`src/rtl/slc3_pkg.sv`:
```
// Shared definitions for the SRAM access controller: FSM encoding and
// the default strobe width.
package slc3_pkg;

  localparam int WAIT_CYCLES_DEF = 2;

  typedef enum logic [2:0] {
    ST_IDLE   = 3'd0,
    ST_RD     = 3'd1,
    ST_WSETUP = 3'd2,
    ST_WPULSE = 3'd3,
    ST_WHOLD  = 3'd4,
    ST_DONE   = 3'd5
  } state_t;

  // States during which the SRAM chip is selected.
  function automatic logic is_access(state_t s);
    return (s == ST_RD) || (s == ST_WSETUP) || (s == ST_WPULSE) || (s == ST_WHOLD);
  endfunction

endpackage

```
`src/rtl/mem_access_ctrl_wait_counter.sv`:
```
// Strobe-width counter: reloads on entry to a timed state and counts down,
// saturating at zero so it never wraps.
module wait_counter (
  input  logic       clk,
  input  logic       rst_n,
  input  logic       load,
  input  logic       en,
  input  logic [3:0] load_val,
  output logic       zero
);

  logic [3:0] count;

  always_ff @(posedge clk or negedge rst_n) begin
    if (!rst_n) begin
      count <= 4'd0;
    end else if (load) begin
      count <= load_val;
    end else if (en && (count != 4'd0)) begin
      count <= count - 4'd1;
    end
  end

  assign zero = (count == 4'd0);

endmodule

```
`src/rtl/mem_access_ctrl.sv`:
```
// Asynchronous SRAM access controller: one read or write per request with
// programmable strobe width and a one-cycle ready pulse.
module mem_access_ctrl
  import slc3_pkg::*;
#(
  parameter int WAIT_CYCLES = WAIT_CYCLES_DEF
) (
  input  logic        Clk,
  input  logic        Reset,
  input  logic        req,
  input  logic        rw,
  input  logic [19:0] addr,
  input  logic [15:0] wdata,
  input  logic [1:0]  be,
  output logic        ready,
  output logic [15:0] rdata,
  output logic [19:0] A,
  output logic        CE,
  output logic        OE,
  output logic        WE,
  output logic        UB,
  output logic        LB,
  input  logic [15:0] mem_din,
  output logic [15:0] mem_dout,
  output logic        mem_dout_en,
  output logic [2:0]  state_dbg
);

  localparam logic [3:0] RELOAD = 4'(WAIT_CYCLES - 1);

  state_t     state;
  logic [1:0] be_q;
  logic       rd_q;
  logic       wait_zero;
  logic       cnt_load;
  logic       cnt_en;
  logic       in_access;

  assign in_access = is_access(state);
  assign state_dbg = state;

  assign cnt_load = ((state == ST_IDLE) && req && !rw && (be != 2'b00)) ||
                    (state == ST_WSETUP);
  assign cnt_en   = (state == ST_RD) || (state == ST_WPULSE);

  wait_counter u_wait (
    .clk      (Clk),
    .rst_n    (Reset),
    .load     (cnt_load),
    .en       (cnt_en),
    .load_val (RELOAD),
    .zero     (wait_zero)
  );

  // Outputs are registered decodes of the current state, so every pin
  // trails the state register by one cycle; this puts the last OE-low
  // cycle on the same edge that enters DONE's ready phase, where rdata
  // is captured.
  always_ff @(posedge Clk or negedge Reset) begin
    if (!Reset) begin
      state       <= ST_IDLE;
      CE          <= 1'b1;
      OE          <= 1'b1;
      WE          <= 1'b1;
      UB          <= 1'b1;
      LB          <= 1'b1;
      ready       <= 1'b0;
      mem_dout_en <= 1'b0;
      A           <= 20'd0;
      rdata       <= 16'd0;
      mem_dout    <= 16'd0;
      be_q        <= 2'b00;
      rd_q        <= 1'b0;
    end else begin
      CE          <= !in_access;
      OE          <= !(state == ST_RD);
      WE          <= !(state == ST_WPULSE);
      UB          <= !(in_access && be_q[1]);
      LB          <= !(in_access && be_q[0]);
      mem_dout_en <= (state == ST_WSETUP) || (state == ST_WPULSE) || (state == ST_WHOLD);
      ready       <= (state == ST_DONE);

      if ((state == ST_DONE) && rd_q) begin
        rdata <= mem_din;
      end

      case (state)
        ST_IDLE: begin
          if (req) begin
            A        <= addr;
            mem_dout <= wdata;
            be_q     <= be;
            rd_q     <= !rw && (be != 2'b00);
            if (be == 2'b00) begin
              state <= ST_DONE;
            end else if (rw) begin
              state <= ST_WSETUP;
            end else begin
              state <= ST_RD;
            end
          end
        end
        ST_RD: begin
          if (wait_zero) begin
            state <= ST_DONE;
          end
        end
        ST_WSETUP: state <= ST_WPULSE;
        ST_WPULSE: begin
          if (wait_zero) begin
            state <= ST_WHOLD;
          end
        end
        ST_WHOLD: state <= ST_DONE;
        ST_DONE:  state <= ST_IDLE;
        default:  state <= ST_IDLE;
      endcase
    end
  end

endmodule

```
`config.mk`:
```
export PLATFORM = sky130hd
export DESIGN_NAME = mem_access_ctrl
export DESIGN_NICKNAME = d
export VERILOG_FILES = /design/src/rtl/slc3_pkg.sv /design/src/rtl/mem_access_ctrl_wait_counter.sv /design/src/rtl/mem_access_ctrl.sv
export SDC_FILE = /design/constraint.sdc
export NUM_CORES = 1
export LEC_CHECK = 0
export BUFFER_PORTS_ARGS = -buffer_cell sky130_fd_sc_hd__clkbuf_2
export CAP_MARGIN = 20
export CORE_MARGIN = 1.5
export CORE_UTILIZATION = 48
export DETAILED_ROUTE_END_ITERATION = 7
export PLACE_DENSITY = 0.81
export SETUP_SLACK_MARGIN = 0.4
export SYNTH_ARGS = -nofsm -noshare
export SYNTH_HDL_FRONTEND = slang
export SYNTH_SLANG_ARGS = --single-unit
```
`constraint.sdc`:
```
create_clock -name Clk -period 2.09 [get_ports Clk]
set_input_delay 0.209 -clock Clk [delete_from_list [all_inputs] [get_ports Clk]]
set_output_delay 0.209 -clock Clk [all_outputs]
set_load 0.1 [all_outputs]
```
==> flow_summary.toml <==
[clock_network]
clock_latency_ns = 0.34
cts.clk_slew.worst_paths_ns = 0.07
cts_sinks = 69
h-tree-depth = 3
root_buffer = "clkbuf_8"
cts_tree = "done"
clockBufferDepth = 2
cts_made_buffers = 9

[place]
place.gp.congestion = 0.762
dpl_cell_area_mm2 = 0.00359
io_buffers = 119
place_inst = 374
dp_hpwl_um = 4390

[drt]
wire_per_inst_um = 15.3
firstDrtPassIters = 4
route.detailed.drc = 0
routed_wl_um = 6040
drt_iter0_markers = 54
via_count = 1967
ant_nets = 0
vias_per_cell = 4.97

[synthesis]
async_reset_ff_share_pct = 100
synthTopCellsByArea = "dfrtp_1 (55%), mux2_4 (20%), mux2_2 (6.2%)"
synth_top_cell_by_area = "dfrtp_1"
synth-edff-count = 0
ys_seq_area_share_pct = 59.7
syn_nets = 243
synth_common_cells = "dfrtp_1 (64), mux2_4 (38), mux2_2 (16)"
synth_top_area_share_pct = 55.1
syn_inst = 183
synth.avg_cell_area_um2 = 15.9
yosysMostFrequentCell = "dfrtp_1"
yosysUniqueCellTypes = 32
yosys_warnings = 0
ys_ff_latch = 69
synth_flop_cell = "dfrtp_1"
syn_area_mm2 = 0.00290

[timing]
clock.fmax_ghz = 0.557
finalCritPeriodShare_pct = 85.9
rsz0062_at_grt = "yes"
hold_viol = 0
min_period_ns = 1.79
worstMarginPinSlew_ns = 0.559
setup_tns_ns = 0
drv_slew = 0
finalSetupViolations = 0
max-slew-margin-rel_pct = 62.9
fin_worst_skew_ns = 0.00591

[outcome]
outcome = "complete, no violations"

[worst_setup_path]
slowest_stage = "or4b_4"
crit_type = "reg -> reg"
crit_end = "mem_dout[2]"
critPathMaxStageDelay_ns = 0.63
reg2reg_from = "state_dbg[0]"
worstSetupStartpoint = "state_dbg[0]"
required_ns = 2.31
rr_worst_depth = 3
arrival_ns = 2.01
rrSetupSlack_ns = 0.30
worstSetupEndpointType = "flip-flop"
startpoint_type = "flip-flop"
cp_max_fo = 13
reg2reg_to = "mem_dout[2]"
path_cells = "or4b_4, clkbuf_16, mux2_4"

[global_route]
antenna_found_initial = 0
grt_max_degree = 39
grt_pass1_vias = 1913
grt_pass1_wl_um = 9140
grt_usage_pct = 18.9
grt_overflow = 0

[floorplan]
core_area_mm2 = 0.00589
die_w_um = 80.8
die-area_mm2 = 0.00653
die_h_um = 80.8
ios = 120
initial_core_util_pct = 49.3
rows = 28

[cells_and_area]
stdcell_count = 396
num_antenna_cells = 0
fill_cells = 446
area_growth_pct = 34.7
nets = 376
layout-drive-gt1-share_pct = 66.7
finalInstanceArea_mm2 = 0.00391

[hold_path]
min_from = "addr[2]"
min_path_type = "in -> reg"

[run]
cap_violations = 0
[kinds of logic (layout without fill, tap and decap cells)]
family	Yosys count	in the layout	synth area share, %
compound gates	17	17	4.18
fa+ha+maj	3	3	1.21
mux	54	54	25.9
buf+inv	13	151	3.27
xor+xnor	1	1	0.302
simple gates	26	26	5.51
flops	69	69	59.7
[critical path: cells and delay by family (launching register included)]
family        cells  cell delay (ns)
flops             1             0.51
simple gates      1             0.63
mux               1             0.30
buf+inv           1             0.23
[per-layer routing]
layer,track usage [%],routed length (um)
met5,0,0
met2,30.6,2920
met4,9.31,99
met1,23.8,2550
met3,4.49,467
[worst min path at each step]
stage               endpoint  cells past startpoint
finish                  A[2]                      2
global route           A[12]                      2
CTS                     A[2]                      2
detailed placement      A[4]                      1
global placement        A[5]                      1
floorplan               A[0]                      0
[layout make-up]
type / count / area [um^2] / area share, %
sequential: 69 / 1740 / 44.5
multi-input combinational: 101 / 1100 / 28.2
timing repair buffer: 131 / 747 / 19.1
clock buffer: 13 / 169 / 4.32
tap: 75 / 93.8 / 2.40
clock inverter: 3 / 42.5 / 1.09
inverter: 4 / 15.0 / 0.384
[cells in the final DEF (no fill, tap or decap), types with 2 or more instances in the layout]
master,netlist,routed
buf_12,0,3
inv_1,4,4
clkbuf_8,0,12
nor3b_1,2,2
mux2_4,38,38
o21ai_0,6,6
dfstp_2,5,5
dfrtp_4,0,2
nor2_1,3,3
ha_1,2,2
clkbuf_2,0,118
nand2b_1,3,3
mux2_2,16,16
a2111oi_0,2,2
nor2b_1,3,2
a21oi_1,5,4
buf_4,0,6
nand2_1,5,5
dfrtp_1,64,61
or4b_4,1,2
[registers in the layout (all words and copies together), names as in the netlist]
| register | flops |
|---|---|
| WE | 1 |
| UB | 1 |
| CE | 1 |
| state_dbg | 3 |
| mem_dout | 16 |
| mem_dout_en | 1 |
| u_wait.count | 4 |
| A | 20 |
| rdata | 16 |
| be_q | 2 |
| rd_q | 1 |
| LB | 1 |
| OE | 1 |
| ready | 1 |
[metrics by stage]
stage	setup WS, ns	utilization [%]	hold WS (ns)
2_1_floorplan	0.118	-	-0.0866
3_3_place_gp	0.259	61.1	0.103
3_5_place_dp	0.192	61.1	0.120
4_1_cts	0.296	65.8	0.0808
5_1_grt	0.280	66.5	0.0809
6_report	0.295	66.5	0.0957
[what timing repair did]
item | CTS | global route
endpoints found under the setup margin | 41 | 43
resized for setup | 10 | 0
endpoints found under the hold margin | 10 | 0
pin swaps | 3 | 2
cloned | 0 | 1
hold buffers | 1 | 0
setup buffers | 2 | 2
Power is left out: the tool's default activity adds up to more than one toggle a clock period on the data nets, which glitch-free logic cannot reach.
